$ cat src/rtl/alu_issue.sv
// alu_issue: decodes a MIPS-style ALU instruction, drives operands and an
// operation select into an external registered ALU, waits out the ALU
// latency and returns the result through a valid/ready response channel.
module alu_issue #(
    parameter int ALU_LAT = 1
) (
    input  logic        clk,
    input  logic        rst_n,
    input  logic        req_valid,
    output logic        req_ready,
    input  logic [5:0]  req_op,
    input  logic [5:0]  req_funct,
    input  logic [31:0] req_a,
    input  logic [31:0] req_b,
    input  logic [15:0] req_imm,
    output logic [3:0]  alu_cntrl,
    output logic [31:0] data_1,
    output logic [31:0] data_2,
    input  logic [31:0] alu_out,
    output logic        rsp_valid,
    input  logic        rsp_ready,
    output logic [31:0] rsp_result,
    output logic        rsp_zero,
    output logic        rsp_branch,
    output logic        rsp_err
);

    localparam logic [1:0] S_IDLE  = 2'd0;
    localparam logic [1:0] S_ISSUE = 2'd1;
    localparam logic [1:0] S_WAIT  = 2'd2;
    localparam logic [1:0] S_RESP  = 2'd3;

    localparam logic [3:0] ALU_AND = 4'b0000;
    localparam logic [3:0] ALU_OR  = 4'b0001;
    localparam logic [3:0] ALU_ADD = 4'b0010;
    localparam logic [3:0] ALU_SUB = 4'b0011;
    localparam logic [3:0] ALU_MUL = 4'b0100;

    // WAIT counts down from ALU_LAT to 0, so WAIT lasts ALU_LAT+1 cycles.
    localparam logic [2:0] WAIT_LOAD = 3'(ALU_LAT);

    logic [1:0]  r_state;
    logic [1:0]  w_state_nxt;
    logic        r_req_ready;
    logic [2:0]  r_wait_cnt;
    logic [3:0]  r_alu_cntrl;
    logic [31:0] r_data_1;
    logic [31:0] r_data_2;
    logic        r_is_beq;
    logic        r_rsp_valid;
    logic [31:0] r_rsp_result;
    logic        r_rsp_zero;
    logic        r_rsp_branch;
    logic        r_rsp_err;

    logic        w_legal;
    logic        w_is_beq;
    logic        w_use_b;
    logic        w_sext;
    logic [3:0]  w_cntrl;
    logic [31:0] w_imm_ext;
    logic [31:0] w_data_2;
    logic        w_accept;
    logic        w_wait_done;
    logic        w_alu_zero;

    assign w_accept    = req_valid && r_req_ready;
    assign w_wait_done = (r_state == S_WAIT) && (r_wait_cnt == 3'd0);
    assign w_alu_zero  = (alu_out == 32'd0);

    // Instruction decode: legality, ALU select, operand-2 source and extension.
    always_comb begin
        w_legal  = 1'b0;
        w_is_beq = 1'b0;
        w_use_b  = 1'b0;
        w_sext   = 1'b0;
        w_cntrl  = ALU_AND;
        case (req_op)
            6'b000000: begin
                w_use_b = 1'b1;
                case (req_funct)
                    6'b100100: begin w_legal = 1'b1; w_cntrl = ALU_AND; end
                    6'b100101: begin w_legal = 1'b1; w_cntrl = ALU_OR;  end
                    6'b100000: begin w_legal = 1'b1; w_cntrl = ALU_ADD; end
                    6'b100010: begin w_legal = 1'b1; w_cntrl = ALU_SUB; end
                    6'b011000: begin w_legal = 1'b1; w_cntrl = ALU_MUL; end
                    default:   begin w_legal = 1'b0; w_cntrl = ALU_AND; end
                endcase
            end
            6'b001000: begin w_legal = 1'b1; w_cntrl = ALU_ADD; w_sext = 1'b1; end
            6'b001100: begin w_legal = 1'b1; w_cntrl = ALU_AND; end
            6'b001101: begin w_legal = 1'b1; w_cntrl = ALU_OR;  end
            6'b100011: begin w_legal = 1'b1; w_cntrl = ALU_ADD; w_sext = 1'b1; end
            6'b101011: begin w_legal = 1'b1; w_cntrl = ALU_ADD; w_sext = 1'b1; end
            6'b000100: begin
                w_legal  = 1'b1;
                w_cntrl  = ALU_SUB;
                w_use_b  = 1'b1;
                w_is_beq = 1'b1;
            end
            default: begin w_legal = 1'b0; end
        endcase
    end

    // Operand-2 selection: rt value or the sign/zero-extended immediate.
    always_comb begin
        if (w_sext) begin
            w_imm_ext = {{16{req_imm[15]}}, req_imm};
        end else begin
            w_imm_ext = {16'h0000, req_imm};
        end
        if (w_use_b) begin
            w_data_2 = req_b;
        end else begin
            w_data_2 = w_imm_ext;
        end
    end

    // Next-state logic; illegal instructions skip straight to RESP.
    always_comb begin
        w_state_nxt = r_state;
        case (r_state)
            S_IDLE: begin
                if (w_accept) begin
                    if (w_legal) begin
                        w_state_nxt = S_ISSUE;
                    end else begin
                        w_state_nxt = S_RESP;
                    end
                end else begin
                    w_state_nxt = S_IDLE;
                end
            end
            S_ISSUE: w_state_nxt = S_WAIT;
            S_WAIT: begin
                if (r_wait_cnt == 3'd0) begin
                    w_state_nxt = S_RESP;
                end else begin
                    w_state_nxt = S_WAIT;
                end
            end
            S_RESP: begin
                if (rsp_ready) begin
                    w_state_nxt = S_IDLE;
                end else begin
                    w_state_nxt = S_RESP;
                end
            end
            default: w_state_nxt = S_IDLE;
        endcase
    end

    // State register; ready is registered so it is only high while sitting in IDLE.
    always_ff @(posedge clk or negedge rst_n) begin
        if (!rst_n) begin
            r_state     <= S_IDLE;
            r_req_ready <= 1'b0;
        end else begin
            r_state     <= w_state_nxt;
            r_req_ready <= (w_state_nxt == S_IDLE);
        end
    end

    // WAIT down-counter: loaded leaving ISSUE, decremented while waiting.
    always_ff @(posedge clk or negedge rst_n) begin
        if (!rst_n) begin
            r_wait_cnt <= 3'd0;
        end else if (r_state == S_ISSUE) begin
            r_wait_cnt <= WAIT_LOAD;
        end else if ((r_state == S_WAIT) && (r_wait_cnt != 3'd0)) begin
            r_wait_cnt <= r_wait_cnt - 3'd1;
        end else begin
            r_wait_cnt <= r_wait_cnt;
        end
    end

    // ALU drive registers: loaded only on a legal acceptance, held otherwise.
    always_ff @(posedge clk or negedge rst_n) begin
        if (!rst_n) begin
            r_alu_cntrl <= 4'b0000;
            r_data_1    <= 32'd0;
            r_data_2    <= 32'd0;
            r_is_beq    <= 1'b0;
        end else if ((r_state == S_IDLE) && w_accept && w_legal) begin
            r_alu_cntrl <= w_cntrl;
            r_data_1    <= req_a;
            r_data_2    <= w_data_2;
            r_is_beq    <= w_is_beq;
        end else begin
            r_alu_cntrl <= r_alu_cntrl;
            r_data_1    <= r_data_1;
            r_data_2    <= r_data_2;
            r_is_beq    <= r_is_beq;
        end
    end

    // Response registers: error response on illegal accept, ALU capture at end of WAIT.
    always_ff @(posedge clk or negedge rst_n) begin
        if (!rst_n) begin
            r_rsp_valid  <= 1'b0;
            r_rsp_result <= 32'd0;
            r_rsp_zero   <= 1'b0;
            r_rsp_branch <= 1'b0;
            r_rsp_err    <= 1'b0;
        end else if ((r_state == S_IDLE) && w_accept && !w_legal) begin
            r_rsp_valid  <= 1'b1;
            r_rsp_result <= 32'd0;
            r_rsp_zero   <= 1'b0;
            r_rsp_branch <= 1'b0;
            r_rsp_err    <= 1'b1;
        end else if (w_wait_done) begin
            r_rsp_valid  <= 1'b1;
            r_rsp_result <= alu_out;
            r_rsp_zero   <= w_alu_zero;
            r_rsp_branch <= r_is_beq && w_alu_zero;
            r_rsp_err    <= 1'b0;
        end else if ((r_state == S_RESP) && rsp_ready) begin
            r_rsp_valid  <= 1'b0;
            r_rsp_result <= r_rsp_result;
            r_rsp_zero   <= r_rsp_zero;
            r_rsp_branch <= r_rsp_branch;
            r_rsp_err    <= r_rsp_err;
        end else begin
            r_rsp_valid  <= r_rsp_valid;
            r_rsp_result <= r_rsp_result;
            r_rsp_zero   <= r_rsp_zero;
            r_rsp_branch <= r_rsp_branch;
            r_rsp_err    <= r_rsp_err;
        end
    end

    assign req_ready  = r_req_ready;
    assign alu_cntrl  = r_alu_cntrl;
    assign data_1     = r_data_1;
    assign data_2     = r_data_2;
    assign rsp_valid  = r_rsp_valid;
    assign rsp_result = r_rsp_result;
    assign rsp_zero   = r_rsp_zero;
    assign rsp_branch = r_rsp_branch;
    assign rsp_err    = r_rsp_err;

endmodule

$ cat config.mk
export PLATFORM = sky130hd
export DESIGN_NAME = alu_issue
export DESIGN_NICKNAME = d
export VERILOG_FILES = /design/src/rtl/alu_issue.sv
export SDC_FILE = /design/constraint.sdc
export NUM_CORES = 1
export LEC_CHECK = 0
export CAP_MARGIN = 25
export CELL_PAD_IN_SITES_DETAIL_PLACEMENT = 1
export CELL_PAD_IN_SITES_GLOBAL_PLACEMENT = 1
export CORE_MARGIN = 5
export CORE_UTILIZATION = 32
export CTS_CLUSTER_DIAMETER = 40
export CTS_CLUSTER_SIZE = 12
export DETAILED_ROUTE_END_ITERATION = 16
export PLACE_DENSITY_LB_ADDON = 0.1
export SLEW_MARGIN = 15
export SYNTH_ARGS = -nofsm -noshare
export SYNTH_HDL_FRONTEND = slang
export SYNTH_SLANG_ARGS = --single-unit
$ cat constraint.sdc
create_clock -name clk -period 3.36 [get_ports clk]
set_input_delay 1.008 -clock clk [delete_from_list [all_inputs] [get_ports clk]]
set_output_delay 1.008 -clock clk [all_outputs]
set_load 0.05 [all_outputs]
==> flow_summary.yaml, run 1 <==
outcome:
  outcome: "finished, final reports clean"
setup_path:
  cp_cell_sequence: "clkdlybuf4s50_1, or3_1, or3_1, a211oi_2, o21bai_4, buf_12, buf_4, mux2i_1"
  r2r-start: "r_wait_cnt[0]$_DFFE_PN0P_"
  r2r_slack_ps: 1350
  path_class: "in2reg"
  crit_slowest_cell: "or3_1"
  start_kind: "input port"
  worstPathArrival_ps: 3170
  r2r_end: "rsp_result[18]$_DFFE_PN0P_"
  cp_max_fo: 32
  cp_common_cell: "or3_1"
  cpPeakStageDelay_ps: 430
  r2r_cells: 7
  crit_path_end_kind: "register"
  required_ps: 3590
  crit_start: "req_op[0]"
min_path:
  hold_path.class: "reg2reg"
  min_from: "data_1[30]$_DFFE_PN0P_"
  min_to: "data_1[30]$_DFFE_PN0P_"
  hold_path_depth: 1
floorplan:
  placementRows: 45
  core_mm2: 0.01509
  dieArea_mm2: 0.01779
  die-width_um: 133.4
  fp.dieH_um: 133.4
  start_util: 0.3228
  ios: 233
synthesis:
  yosys.area.top_type: "dfrtp_1"
  ys_seq_area_frac: 0.5651
  syn_area_mm2: 0.004871
  synth_area_leaders: "dfrtp_1 57%, mux2_2 11%, nand2_1 9.4%"
  synthDominantCellAreaShare: 0.5651
  syn_nets: 601
  synth_cell_types: 41
  netlist_instances: 471
  ys_warn_count: 0
  postSynthAreaPerCell_um2: 10.34
  ys_ff_latch: 110
grt:
  grt_pass1_wl_mm: 25.99
  grt.overflow.total: 0
  antenna_found_initial: 0
  grt_max_degree: 58
  first_global_vias: 4789
  grtUsageTotal: 0.1834
power:
  p_per_area_mw_per_mm2: 781.4
  total_power_mw: 6.076
  p_leak_nw: 3.648
  irDropWorstVdd_uv: 566.9
timing:
  clock.fmax_ghz: 0.3397
  fin_skew_ps: 7.576
  period_needed_ps: 2944
  whs_ps: 504.6
  setup_viol: 0
  rsz0062_at_grt: "false"
  worst_slew_pin_slew_ps: 770.4
  fin_tns_setup_ps: 0
  max_slew_margin: 0.4864
  hold_viol: 0
  setup_slack_ps: 416.4
  slew_violations: 0
  fin_crit_sh: 0.8761
clock_tree:
  cts-resized-gates: 0
  cts_buffers: 9
  cts_tree: "built"
  clk-insertion-delay-late_ps: 340
  cts_sinks: 110
  htreeDepth: 3
  postCtsSetupRepairBufs: 0
  clk_path_buf_depth: 2
  cts_root_buf: "clkbuf_16"
  clk_pin_slew_ps: 70
  cts.hold.buffers_added: 0
placed_design:
  dp_hpwl_mm: 12.30
  io_buffers: 231
  place_ws_ps: 53.04
  place_congestion: 0.7823
routing:
  drt_wl_total_mm: 16.15
  vias: 4329
  wl_met2_mm: 8.163
  antenna_left: 0
  first_iter_violations: 149
  top_layer_used: "met4"
  via_per_inst: 4.842
  wl_met3_mm: 1.128
  met1Wirelength_mm: 6.469
  drtPass1Iterations: 4
  wl_per_cell_um: 18.07
  drc: 0
finish:
  final_cell_mix: "230 x clkdlybuf4s50_1, 122 x nand2_1, 110 x dfrtp_1, 56 x a21oi_1, 48 x mux2_2"
  finalNetCount: 831
  num_antenna_cells: 0
  area_growth_syn_to_layout_pct: 59.65
  utilization: 0.5153
  drive_above_1_share: 0.1289
  final_common_cell: "clkdlybuf4s50_1"
job:
  cap_viol_max_count: 0
## where the power goes
part           switching (mW)  leakage (nW)  internal (mW)
logic                    1.99          2.13           1.10
registers               0.246          1.39           1.73
clock network           0.461         0.133          0.547
total                    2.70          3.65           3.37
## how the worst max path moves through the flow
stage / depth (start not counted) / slack (ps) / to
6_report: 8 / 420 / data_2[28]$_DFFE_PN0P_
5_1_grt: 8 / 320 / data_2[28]$_DFFE_PN0P_
4_1_cts: 8 / 410 / data_2[28]$_DFFE_PN0P_
3_5_place_dp: 8 / 50 / data_2[28]$_DFFE_PN0P_
3_3_place_gp: 7 / 60 / data_2[5]$_DFFE_PN0P_
2_1_floorplan: 8 / 460 / data_2[4]$_DFFE_PN0P_
## per-layer routing
metal | vias to the layer above | global-route usage
met3 | 26 | 0.05665
met1 | 2121 | 0.2168
li1 | 2041 | -
met4 | 0 | 0.06971
met2 | 141 | 0.3135
met5 | - | 0
## synth_stat cells
library cell,instances
o21bai_1,1
o22ai_1,4
or2_2,3
o21ai_0,3
a21o_1,2
o21a_1,1
buf_6,1
a21oi_1,56
buf_1,2
and3_1,2
buf_2,6
nand4b_1,1
mux2i_1,18
inv_1,23
mux2_4,3
conb_1,1
nand4_1,2
a211oi_2,1
and3b_1,1
ha_1,2
xor2_1,1
and4b_1,1
nand3b_1,2
nor3_1,5
o211ai_1,1
nor2_1,9
a2bb2oi_1,1
or3_1,2
dfrtp_1,110
o32ai_1,1
a31oi_1,1
nand3_1,1
mux2_2,48
nor4b_1,1
buf_4,1
nor3b_1,1
nor2b_1,2
or4_1,1
nor4_1,8
nand2_1,122
clkbuf_1,19
## cell type report
class	instances	area [µm²]
Inverter	23	86.33
Clock inverter	2	16.27
Sequential cell	110	2753
Tap cell	188	235.2
Multi-Input combinational cell	309	1934
Fill cell	1624	7313
Clock buffer	14	264.0
Timing Repair Buffer	248	2487
## registers in the layout, summed over array words and instances, names as in the netlist
name / cells
data_1: 32
data_2: 32
rsp_result: 32
alu_cntrl: 3
r_wait_cnt: 3
r_state: 2
r_is_beq: 1
req_ready: 1
rsp_branch: 1
rsp_err: 1
rsp_valid: 1
rsp_zero: 1
## critical path, delay by kind of cell
family | cells | cell delay [ps]
AOI/OAI and AO/OA | 2 | 400
buffers and inverters | 3 | 810
muxes | 1 | 120
and+or+nand+nor | 2 | 820
## cell families after synthesis
kind of cell	share of synthesized area
AOI/OAI and AO/OA	0.08091
xor gates and xnor gates	0.001798
adders and majority gates	0.005137
buffers and inverters	0.04393
DFF	0.5651
muxes	0.1572
other	0.0007699
and+or+nand+nor	0.1451
## stage by stage
| stage | cells | cell area, µm² |
|---|---|---|
| detailed placement | 878 | 7496 |
| global route | 894 | 7776 |
| CTS | 894 | 7776 |
| global placement | 878 | 7496 |
| finish | 894 | 7776 |
| floorplan | 471 | 4871 |
No activity file was read; power rests on OpenSTA's default activity.
==> run 2: changes to the inputs <==
--- a/config.mk
+++ b/config.mk
@@ -8,13 +8,12 @@
 export CAP_MARGIN = 25
 export CELL_PAD_IN_SITES_DETAIL_PLACEMENT = 1
 export CELL_PAD_IN_SITES_GLOBAL_PLACEMENT = 1
-export CORE_MARGIN = 5
+export CORE_MARGIN = 4
 export CORE_UTILIZATION = 32
 export CTS_CLUSTER_DIAMETER = 40
 export CTS_CLUSTER_SIZE = 12
 export DETAILED_ROUTE_END_ITERATION = 16
 export PLACE_DENSITY_LB_ADDON = 0.1
-export SLEW_MARGIN = 15
 export SYNTH_ARGS = -nofsm -noshare
 export SYNTH_HDL_FRONTEND = slang
 export SYNTH_SLANG_ARGS = --single-unit
==> flow_summary.yaml, run 2 (same netlist as run 1, synthesis figures left out) <==
floorplan:
  placementRows: 44
  ios: 233
  dieArea_mm2: 0.01726
  fp.dieH_um: 131.4
  start_util: 0.3314
  die-width_um: 131.4
  core_mm2: 0.01470
routing:
  drtPass1Iterations: 4
  drc: 0
  drt_wl_total_mm: 15.91
  vias: 4221
  antenna_left: 0
  wl_per_cell_um: 17.86
  first_iter_violations: 122
  via_per_inst: 4.737
timing:
  fin_skew_ps: 3.811
  setup_viol: 0
  max_slew_margin: 0.5172
  clock.fmax_ghz: 0.3387
  fin_tns_setup_ps: 0
  whs_ps: 487.8
  hold_viol: 0
  fin_crit_sh: 0.8788
  period_needed_ps: 2953
  rsz0062_at_grt: "false"
  worst_slew_pin_slew_ps: 723.4
  slew_violations: 0
placed_design:
  dp_hpwl_mm: 12.39
  io_buffers: 231
  place_congestion: 0.7587
grt:
  grt_pass1_wl_mm: 26.66
  first_global_vias: 4783
  grt_use_met1: 0.2258
  met3_usage: 0.04893
  busiest_layer: "met2"
  grt_max_degree: 56
  grt.overflow.total: 0
  use_met2: 0.3436
  grtUsageTotal: 0.1906
  antenna_found_initial: 0
clock_tree:
  cts_root_buf: "clkbuf_16"
  clk-insertion-delay-late_ps: 350
  cts_sinks: 110
  cts_tree: "built"
  postCtsSetupRepairBufs: 0
  clk_pin_slew_ps: 70
  cts_buffers: 9
  cts.hold.buffers_added: 0
  cts-resized-gates: 0
  htreeDepth: 3
  clk_path_buf_depth: 2
finish:
  finalNetCount: 833
  drive_above_1_share: 0.1344
  regArea_mm2: 0.002753
  num_antenna_cells: 0
  n_fill_cell: 1629
  area_growth_syn_to_layout_pct: 60.47
  final_cell_mix: "230 x clkdlybuf4s50_1, 122 x nand2_1, 110 x dfrtp_1, 56 x a21oi_1, 48 x mux2_2"
  multi_input_area_mm2: 0.001934
  final_common_cell: "clkdlybuf4s50_1"
setup_path:
  cp_max_fo: 30
  start_kind: "input port"
  worstPathArrival_ps: 3180
  path_class: "in2reg"
  required_ps: 3590
  crit_path_end_kind: "register"
  r2r_slack_ps: 1120
power:
  irDropWorstVdd_uv: 523.8
  p_per_area_mw_per_mm2: 794.9
  p_leak_nw: 3.674
outcome:
  outcome: "finished, final reports clean"
job:
  cap_viol_max_count: 0
min_path:
  hold_path.class: "reg2reg"
==> run 2: changes by cell type in the layout (fill, tap and decap cells not counted) <==
cell	delta
clkbuf_8	-1
bufinv_16	+2
buf_12	-1
clkinvlp_4	+1
buf_4	+3
clkbuf_1	-3
==> run 2: routing by layer <==
| layer | share of wire | up-vias | wire length, µm |
|---|---|---|---|
| met4 | 0.011 | 0 | 173 |
| met5 | 0 | - | 0 |
| met2 | 0.52 | 122 | 8255 |
| met1 | 0.42 | 2044 | 6604 |
| met3 | 0.055 | 13 | 877 |
| li1 | - | 2042 | - |
==> run 2: area by class of cell <==
cell class	count	area share
Timing Repair Buffer	250	0.3186
Sequential cell	110	0.3522
Tap cell	184	0.02945
Clock inverter	5	0.01073
Inverter	23	0.01105
Clock buffer	10	0.03057
Multi-Input combinational cell	309	0.2475
==> run 2: critical path, stage by stage <==
cell and delay, ps:
clkdlybuf4s50_1 430, or3_1 420, or3_1 380, a211oi_2 280, o21bai_4 140, buf_12 190, mux2_4 310
==> run 2: path summary, 6_finish.rpt <==
check | start | end | cells past startpoint
worst max-delay path | req_op[0] | data_2[4]$_DFFE_PN0P_ | 7
worst min-delay path | rsp_err$_DFFE_PN0P_ | rsp_err$_DFFE_PN0P_ | 1
worst max register to register | r_wait_cnt[0]$_DFFE_PN0P_ | rsp_result[1]$_DFFE_PN0P_ | 8
worst min register to register | rsp_err$_DFFE_PN0P_ | rsp_err$_DFFE_PN0P_ | 1
max in group asynchronous | rst_n | rsp_result[6]$_DFFE_PN0P_ | 2
min in group asynchronous | rst_n | data_2[2]$_DFFE_PN0P_ | 1
==> run 2: where the power goes <==
part	internal, mW	leakage [nW]	switching [mW]
Sequential	1.73	1.39	0.240
Clock	0.671	0.151	0.485
Combinational	1.10	2.14	1.99
Total	3.50	3.67	2.71
==> run 2: through the flow <==
stage / std cells / utilization / power (mW) / setup WS, ps / area (µm²)
after global placement: 876 / 0.5098 / 5.029 / 116.2 / 7493
after global routing: 891 / 0.5318 / 6.561 / 290.7 / 7816
after floorplan: 471 / - / 3.916 / 461.9 / 4871
after CTS: 891 / 0.5318 / 6.304 / 408.4 / 7816
final: 891 / 0.5318 / 6.213 / 407.1 / 7816
after detailed placement: 876 / 0.5098 / 5.115 / 50.15 / 7493
==> run 3: changes to the inputs <==
--- a/config.mk
+++ b/config.mk
@@ -10,7 +10,6 @@
 export CELL_PAD_IN_SITES_GLOBAL_PLACEMENT = 1
 export CORE_MARGIN = 4
 export CORE_UTILIZATION = 32
-export CTS_CLUSTER_DIAMETER = 40
 export CTS_CLUSTER_SIZE = 12
 export DETAILED_ROUTE_END_ITERATION = 16
 export PLACE_DENSITY_LB_ADDON = 0.1
==> results of run 3 <==
Final layout, timing and power as in run 2 (identical DEF).
